<file path="src/rtl/sprite_move_fsm_if.sv">
// Command/position bundle between the sprite movement sequencer (slave side)
// and the sprite drawer plus request sources (master side).
interface sprite_move_fsm_if;
  logic       move_right;
  logic       move_left;
  logic       move_down;
  logic       move_up;
  logic       complete;
  logic [7:0] posx;
  logic [6:0] posy;
  logic       draw;
  logic       clear;
  logic       shift_h;
  logic       shift_v;
  logic       load;
  logic [6:0] shift_amount;
  logic [7:0] load_x;
  logic [6:0] load_y;
  logic       busy;
  logic       move_done;

  modport master (
    output move_right, move_left, move_down, move_up, complete, posx, posy,
    input  draw, clear, shift_h, shift_v, load, shift_amount,
    input  load_x, load_y, busy, move_done
  );

  modport slave (
    input  move_right, move_left, move_down, move_up, complete, posx, posy,
    output draw, clear, shift_h, shift_v, load, shift_amount,
    output load_x, load_y, busy, move_done
  );
endinterface

</file>
<file path="src/rtl/sprite_move_fsm.sv">
// Sprite movement sequencer: on a move tick it erases the sprite, loads a
// clamped target position into the drawer and repaints the sprite there.
module sprite_move_fsm #(
  parameter int STEP     = 4,
  parameter int MOVE_DIV = 833333,
  parameter int X_MAX    = 144,
  parameter int Y_MAX    = 104
) (
  input logic              clk,
  input logic              reset,
  sprite_move_fsm_if.slave bus
);

  localparam int             TW        = (MOVE_DIV > 1) ? $clog2(MOVE_DIV) : 1;
  localparam logic [TW-1:0]  TICK_LAST = TW'(MOVE_DIV - 1);
  localparam logic [8:0]     STEP9     = 9'(STEP);
  localparam logic [8:0]     XMAX9     = 9'(X_MAX);
  localparam logic [8:0]     YMAX9     = 9'(Y_MAX);
  localparam logic [7:0]     XMAX8     = 8'(X_MAX);
  localparam logic [6:0]     YMAX7     = 7'(Y_MAX);

  typedef enum logic [2:0] {
    RESYNC = 3'd0,
    IDLE   = 3'd1,
    ERASE  = 3'd2,
    LOAD   = 3'd3,
    PAINT  = 3'd4,
    DONE   = 3'd5
  } state_t;

  state_t        state_r;
  logic [TW-1:0] tick_cnt_r;
  logic          tick_s;
  logic [7:0]    pix_cnt_r;

  logic [8:0]    right_s;
  logic [8:0]    left_s;
  logic [8:0]    down_s;
  logic [8:0]    up_s;
  logic [7:0]    tgt_x_s;
  logic [6:0]    tgt_y_s;
  logic          any_req_s;

  logic          draw_r;
  logic          clear_r;
  logic          shift_h_r;
  logic          shift_v_r;
  logic          load_r;
  logic [7:0]    load_x_r;
  logic [6:0]    load_y_r;
  logic          busy_r;
  logic          move_done_r;

  assign tick_s    = (tick_cnt_r == TICK_LAST);
  assign any_req_s = bus.move_right | bus.move_left | bus.move_down | bus.move_up;

  // Free-running move-opportunity divider.
  always_ff @(posedge clk or posedge reset) begin
    if (reset) begin
      tick_cnt_r <= '0;
    end else if (tick_s) begin
      tick_cnt_r <= '0;
    end else begin
      tick_cnt_r <= tick_cnt_r + TW'(1);
    end
  end

  // Candidate target: one axis only; subtraction underflow shows up in the high bits.
  always_comb begin
    right_s = {1'b0, bus.posx} + STEP9;
    left_s  = {1'b0, bus.posx} - STEP9;
    down_s  = {2'b00, bus.posy} + STEP9;
    up_s    = {2'b00, bus.posy} - STEP9;
    tgt_x_s = bus.posx;
    tgt_y_s = bus.posy;
    if (bus.move_right) begin
      tgt_x_s = (right_s > XMAX9) ? XMAX8 : right_s[7:0];
    end else if (bus.move_left) begin
      tgt_x_s = left_s[8] ? 8'd0 : left_s[7:0];
    end else if (bus.move_down) begin
      tgt_y_s = (down_s > YMAX9) ? YMAX7 : down_s[6:0];
    end else if (bus.move_up) begin
      tgt_y_s = (up_s[8:7] != 2'b00) ? 7'd0 : up_s[6:0];
    end else begin
      tgt_x_s = bus.posx;
      tgt_y_s = bus.posy;
    end
  end

  // Sequencer; every output is set for the state being entered.
  always_ff @(posedge clk or posedge reset) begin
    if (reset) begin
      state_r     <= RESYNC;
      pix_cnt_r   <= 8'd0;
      load_x_r    <= 8'd0;
      load_y_r    <= 7'd0;
      draw_r      <= 1'b0;
      clear_r     <= 1'b0;
      shift_h_r   <= 1'b0;
      shift_v_r   <= 1'b0;
      load_r      <= 1'b0;
      busy_r      <= 1'b1;
      move_done_r <= 1'b0;
    end else begin
      shift_v_r <= 1'b0;
      case (state_r)
        RESYNC: begin
          if (bus.complete) begin
            state_r <= IDLE;
            draw_r  <= 1'b0;
            clear_r <= 1'b0;
            busy_r  <= 1'b0;
          end else begin
            state_r <= RESYNC;
            draw_r  <= 1'b1;
            clear_r <= 1'b1;
          end
        end
        IDLE: begin
          if (tick_s && any_req_s) begin
            state_r   <= ERASE;
            load_x_r  <= tgt_x_s;
            load_y_r  <= tgt_y_s;
            pix_cnt_r <= 8'd0;
            draw_r    <= 1'b1;
            clear_r   <= 1'b1;
            busy_r    <= 1'b1;
          end else begin
            state_r <= IDLE;
          end
        end
        ERASE: begin
          if (pix_cnt_r == 8'd255) begin
            state_r   <= LOAD;
            pix_cnt_r <= 8'd0;
            clear_r   <= 1'b0;
            load_r    <= 1'b1;
          end else begin
            pix_cnt_r <= pix_cnt_r + 8'd1;
          end
        end
        LOAD: begin
          state_r   <= PAINT;
          pix_cnt_r <= 8'd0;
          load_r    <= 1'b0;
          shift_h_r <= 1'b1;
        end
        PAINT: begin
          if (pix_cnt_r == 8'd255) begin
            state_r     <= DONE;
            pix_cnt_r   <= 8'd0;
            draw_r      <= 1'b0;
            shift_h_r   <= 1'b0;
            move_done_r <= 1'b1;
          end else begin
            pix_cnt_r <= pix_cnt_r + 8'd1;
          end
        end
        DONE: begin
          state_r     <= IDLE;
          move_done_r <= 1'b0;
          busy_r      <= 1'b0;
        end
        default: begin
          state_r     <= RESYNC;
          pix_cnt_r   <= 8'd0;
          draw_r      <= 1'b0;
          clear_r     <= 1'b0;
          shift_h_r   <= 1'b0;
          load_r      <= 1'b0;
          busy_r      <= 1'b1;
          move_done_r <= 1'b0;
        end
      endcase
    end
  end

  assign bus.draw         = draw_r;
  assign bus.clear        = clear_r;
  assign bus.shift_h      = shift_h_r;
  assign bus.shift_v      = shift_v_r;
  assign bus.load         = load_r;
  assign bus.shift_amount = 7'd0;
  assign bus.load_x       = load_x_r;
  assign bus.load_y       = load_y_r;
  assign bus.busy         = busy_r;
  assign bus.move_done    = move_done_r;

endmodule

</file>
<file path="src/flat_wrapper.sv">
// flat-port wrapper written by rule: the top's interface ports become plain ports
module sprite_move_fsm_flat 
#(
  parameter int STEP     = 4,
  parameter int MOVE_DIV = 833333,
  parameter int X_MAX    = 144,
  parameter int Y_MAX    = 104
)
  (clk, reset, bus_move_right, bus_move_left, bus_move_down, bus_move_up, bus_complete, bus_posx, bus_posy, bus_draw, bus_clear, bus_shift_h, bus_shift_v, bus_load, bus_shift_amount, bus_load_x, bus_load_y, bus_busy, bus_move_done);
  sprite_move_fsm_if bus_i ();
  input logic clk;
  input logic reset;
  input wire logic [$bits(bus_i.move_right)-1:0] bus_move_right;
  input wire logic [$bits(bus_i.move_left)-1:0] bus_move_left;
  input wire logic [$bits(bus_i.move_down)-1:0] bus_move_down;
  input wire logic [$bits(bus_i.move_up)-1:0] bus_move_up;
  input wire logic [$bits(bus_i.complete)-1:0] bus_complete;
  input wire logic [$bits(bus_i.posx)-1:0] bus_posx;
  input wire logic [$bits(bus_i.posy)-1:0] bus_posy;
  output wire logic [$bits(bus_i.draw)-1:0] bus_draw;
  output wire logic [$bits(bus_i.clear)-1:0] bus_clear;
  output wire logic [$bits(bus_i.shift_h)-1:0] bus_shift_h;
  output wire logic [$bits(bus_i.shift_v)-1:0] bus_shift_v;
  output wire logic [$bits(bus_i.load)-1:0] bus_load;
  output wire logic [$bits(bus_i.shift_amount)-1:0] bus_shift_amount;
  output wire logic [$bits(bus_i.load_x)-1:0] bus_load_x;
  output wire logic [$bits(bus_i.load_y)-1:0] bus_load_y;
  output wire logic [$bits(bus_i.busy)-1:0] bus_busy;
  output wire logic [$bits(bus_i.move_done)-1:0] bus_move_done;
  assign bus_i.move_right = bus_move_right;
  assign bus_i.move_left = bus_move_left;
  assign bus_i.move_down = bus_move_down;
  assign bus_i.move_up = bus_move_up;
  assign bus_i.complete = bus_complete;
  assign bus_i.posx = bus_posx;
  assign bus_i.posy = bus_posy;
  assign bus_draw = bus_i.draw;
  assign bus_clear = bus_i.clear;
  assign bus_shift_h = bus_i.shift_h;
  assign bus_shift_v = bus_i.shift_v;
  assign bus_load = bus_i.load;
  assign bus_shift_amount = bus_i.shift_amount;
  assign bus_load_x = bus_i.load_x;
  assign bus_load_y = bus_i.load_y;
  assign bus_busy = bus_i.busy;
  assign bus_move_done = bus_i.move_done;
  sprite_move_fsm #(.STEP(STEP), .MOVE_DIV(MOVE_DIV), .X_MAX(X_MAX), .Y_MAX(Y_MAX)) u_core (.clk(clk), .reset(reset), .bus(bus_i));
endmodule
</file>
<file path="config.mk">
export PLATFORM = sky130hd
export DESIGN_NAME = sprite_move_fsm_flat
export DESIGN_NICKNAME = d
export VERILOG_FILES = /design/src/rtl/sprite_move_fsm_if.sv /design/src/rtl/sprite_move_fsm.sv /design/src/flat_wrapper.sv
export SDC_FILE = /design/constraint.sdc
export NUM_CORES = 1
export LEC_CHECK = 0
export ABC_AREA = 1
export CORE_UTILIZATION = 30
export DETAILED_ROUTE_END_ITERATION = 8
export PLACE_DENSITY_LB_ADDON = 0.1
export SETUP_SLACK_MARGIN = 0.3
export SYNTH_ARGS = -nofsm -noshare
export SYNTH_HDL_FRONTEND = slang
export SYNTH_SLANG_ARGS = --single-unit
</file>
<file path="constraint.sdc">
create_clock -name clk -period 2.2 [get_ports clk]
set_input_delay 0.44 -clock clk [delete_from_list [all_inputs] [get_ports clk]]
set_output_delay 0.44 -clock clk [all_outputs]
set_load 0.02 [all_outputs]
</file>
==> results_dict.tcl <==
set metrics [dict create \
    status "finished, violations left" \
    violations "design-rule violations" \
    drt_iter0_markers 162 \
    synth_common_cells "nand2_1, inv_1, nor2_1" \
    whs_path_depth 2 \
    synthFlopType "dfrtp_1" \
    crit_arrival_ps 1430 \
    synth_seq_cells 52 \
    grt_start_max_net_pins 53 \
    yosysWarnings 0 \
    power.total_uw 2130 \
    yosysMostFrequentCell "nand2_1" \
    clock_sinks 52 \
    ctsRootBufferMaster "clkbuf_16" \
    avgViaCountPerCell 4.66 \
    p_per_area_nw_per_um2 482 \
    diodes 0 \
    nets 612 \
    cts_tree "yes" \
    hold_viol 0 \
    grt_pass1_vias 3199 \
    rows 39 \
    first_pass_iters 7 \
    r2r_setup_slack_ps 440 \
    max_freq_ghz 0.535 \
    grt-ovfl-total 0 \
    crit_type "reg2out" \
    synthCells 531 \
    crit_slowest_cell "clkdlybuf4s50_1" \
    rsz0062_at_grt "true" \
    reg2reg_depth 11 \
    async_flop_share_pct 100 \
    cp_slowest_stage_delay_ps 600 \
    cp_cell_sequence "clkdlybuf4s50_1" \
    h-tree-depth 2 \
    wl_mm 8.72 \
    post_cts_resized 0 \
    timing.critical_path.buf_inv 1 \
    fill_cells 1232 \
    dieHeight_um 111 \
    portBuffers 42 \
    tns_ps 0 \
    postRouteAntennaNets 0 \
    core-area_um2 11600 \
    place.detailed.hpwl_mm 6.73 \
    syn_area_per_cell_um2 6.77 \
    yosys.area.top_type "dfrtp_1" \
    insertion_delay_ps 290 \
    ctsHoldBuffers 0 \
    antenna_found_initial 0 \
    endpoint_kind "primary output" \
    cap_violations 0 \
    fin_ws_ps 332 \
    place_area_um2 4210 \
    layout-drive-gt1-share_pct 7.04 \
    hold_path.startpoint "u_core.bus.busy" \
    drv_slew 0 \
    cts_buffer_depth 2 \
    grt_use_met1_pct 19.4 \
    fin_skew_ps 8.43 \
    grtUsageTotal_pct 14.5 \
    grt.busiest_layer "met2" \
    cts_setup_buffers 0 \
    finalSetupViolations 0 \
    synth_top_cell_area_share_pct 35.5 \
    synth_cell_type_count 36 \
    grt_util_met2_pct 24.1 \
    yosysSeqAreaShare_pct 36.2 \
    p_leak_uw 0.00225 \
    areaGrowthSynthToFinish_pct 22.8 \
    start_kind "register" \
    globalplace.congestion 0.862 \
    cts_made_buffers 5 \
    hold_end "u_core.bus.busy" \
    required_ps 1760 \
    hold_class "reg2reg" \
    hold_slack_ps 462 \
    reg2reg_to "u_core.bus.load_x[4]" \
    crit_fanout 2 \
    syn_area_um2 3600 \
    crit_family "buffers and inverters" \
    routedWlPerCell_um 12.0 \
    crit-reg2reg-launch "u_core.tick_cnt_r[0]" \
    final_area_um2 4420 \
    ir_worst_vdd_mv 0.253 \
    die_w_um 111 \
    use_met3_pct 2.56 \
    grt_pass1_wl_mm 14.8 \
    initial_core_util_pct 31.1 \
    ios 51 \
    post-place-ws_ps 63.8 \
    drcViolationCount 3 \
    clk_pin_slew_ps 70 \
    route.vias.total 3379 \
    synth-edff-count 0 \
    critical_path.startpoint "u_core.bus.busy" \
    post-route-period-util_pct 84.9 \
    die_area_um2 12400 \
    period_needed_ps 1870 \
    yosys-top-cells-area "dfrtp_1, nand2_1, inv_1" \
]
kinds of logic after synthesis:
logic type	after synthesis	share of synthesized area, %
AOI/OAI and AO/OA	42	6.75
xor gates and xnor gates	16	3.90
adders and majority gates	9	3.13
buffers and inverters	95	11.2
DFF	52	36.2
other	1	0.104
and+or+nand+nor	316	38.7
cells in the final DEF (no fill, tap or decap), types with 2 or more instances in the layout:
| master | synthesis | routed |
|---|---|---|
| buf_4 | 9 | 8 |
| xnor2_1 | 4 | 4 |
| clkbuf_8 | 0 | 2 |
| nor2_2 | 4 | 5 |
| nor2_1 | 68 | 67 |
| clkbuf_16 | 0 | 5 |
| nand2_4 | 0 | 2 |
| conb_1 | 1 | 8 |
| clkdlybuf4s50_1 | 0 | 40 |
| nor4_1 | 3 | 3 |
| a21boi_0 | 2 | 2 |
| o21ai_0 | 21 | 20 |
| buf_12 | 0 | 2 |
| nand3_1 | 56 | 56 |
| nand2_2 | 3 | 2 |
| a31oi_1 | 3 | 3 |
| o21ai_1 | 1 | 2 |
| inv_1 | 77 | 76 |
| nor2_4 | 3 | 3 |
| ha_1 | 9 | 9 |
| xor2_1 | 12 | 12 |
| a21oi_1 | 7 | 7 |
| or2_2 | 3 | 3 |
| dfrtp_1 | 51 | 51 |
| nand3b_1 | 4 | 4 |
| inv_2 | 2 | 3 |
| a21boi_1 | 3 | 3 |
| nand4_1 | 12 | 12 |
| nor3_1 | 9 | 9 |
| dlymetal6s2s_1 | 0 | 2 |
| nand2_1 | 149 | 148 |
final cells by class:
cell class	count	area (µm²)	share of cell area (%)
well taps	143	179	4.05
repair buffers	52	526	11.9
clock inverters	1	30.0	0.680
flip-flops and latches	52	1300	29.5
multi-input cells	391	1930	43.7
clock buffers	7	153	3.46
inverters	79	297	6.71
sequential cells by signal, indices dropped and copies added, names as in the netlist:
signal                count
u_core.bus.busy           1
u_core.bus.move_done      1
u_core.state_r            3
u_core.tick_cnt_r        20
u_core.pix_cnt_r          8
u_core.bus.draw           1
u_core.bus.load_x         8
u_core.bus.load           1
u_core.bus.clear          1
u_core.bus.load_y         7
u_core.bus.shift_h        1
stage by stage:
step           util, %  cells
6_report          38.2    725
5_1_grt           38.2    725
4_1_cts           38.0    725
3_5_place_dp      36.4    717
3_3_place_gp      36.4    717
2_1_floorplan        -    538
where the power goes:
group          internal [µW]  switching (µW)
logic                   84.9             132
clock network            600             357
registers                955               0
total                   1640             489
per-layer routing:
metal  up-vias  routed length [µm]
li1       1761                   -
met1      1551                4180
met2        60                4160
met3         7                 280
met4         0                  93
met5         -                   0
worst max-delay path by stage:
stage	to	slack [ps]	depth (start not counted)
final	bus_busy	330	1
after CTS	bus_busy	320	1
after floorplan	u_core.bus.clear	500	1
after global placement	u_core.bus.load_y[1]	130	10
after global routing	u_core.bus.load_x[4]	290	11
after detailed placement	u_core.bus.load_y[1]	60	10
(Power assumes the default switching activity.)
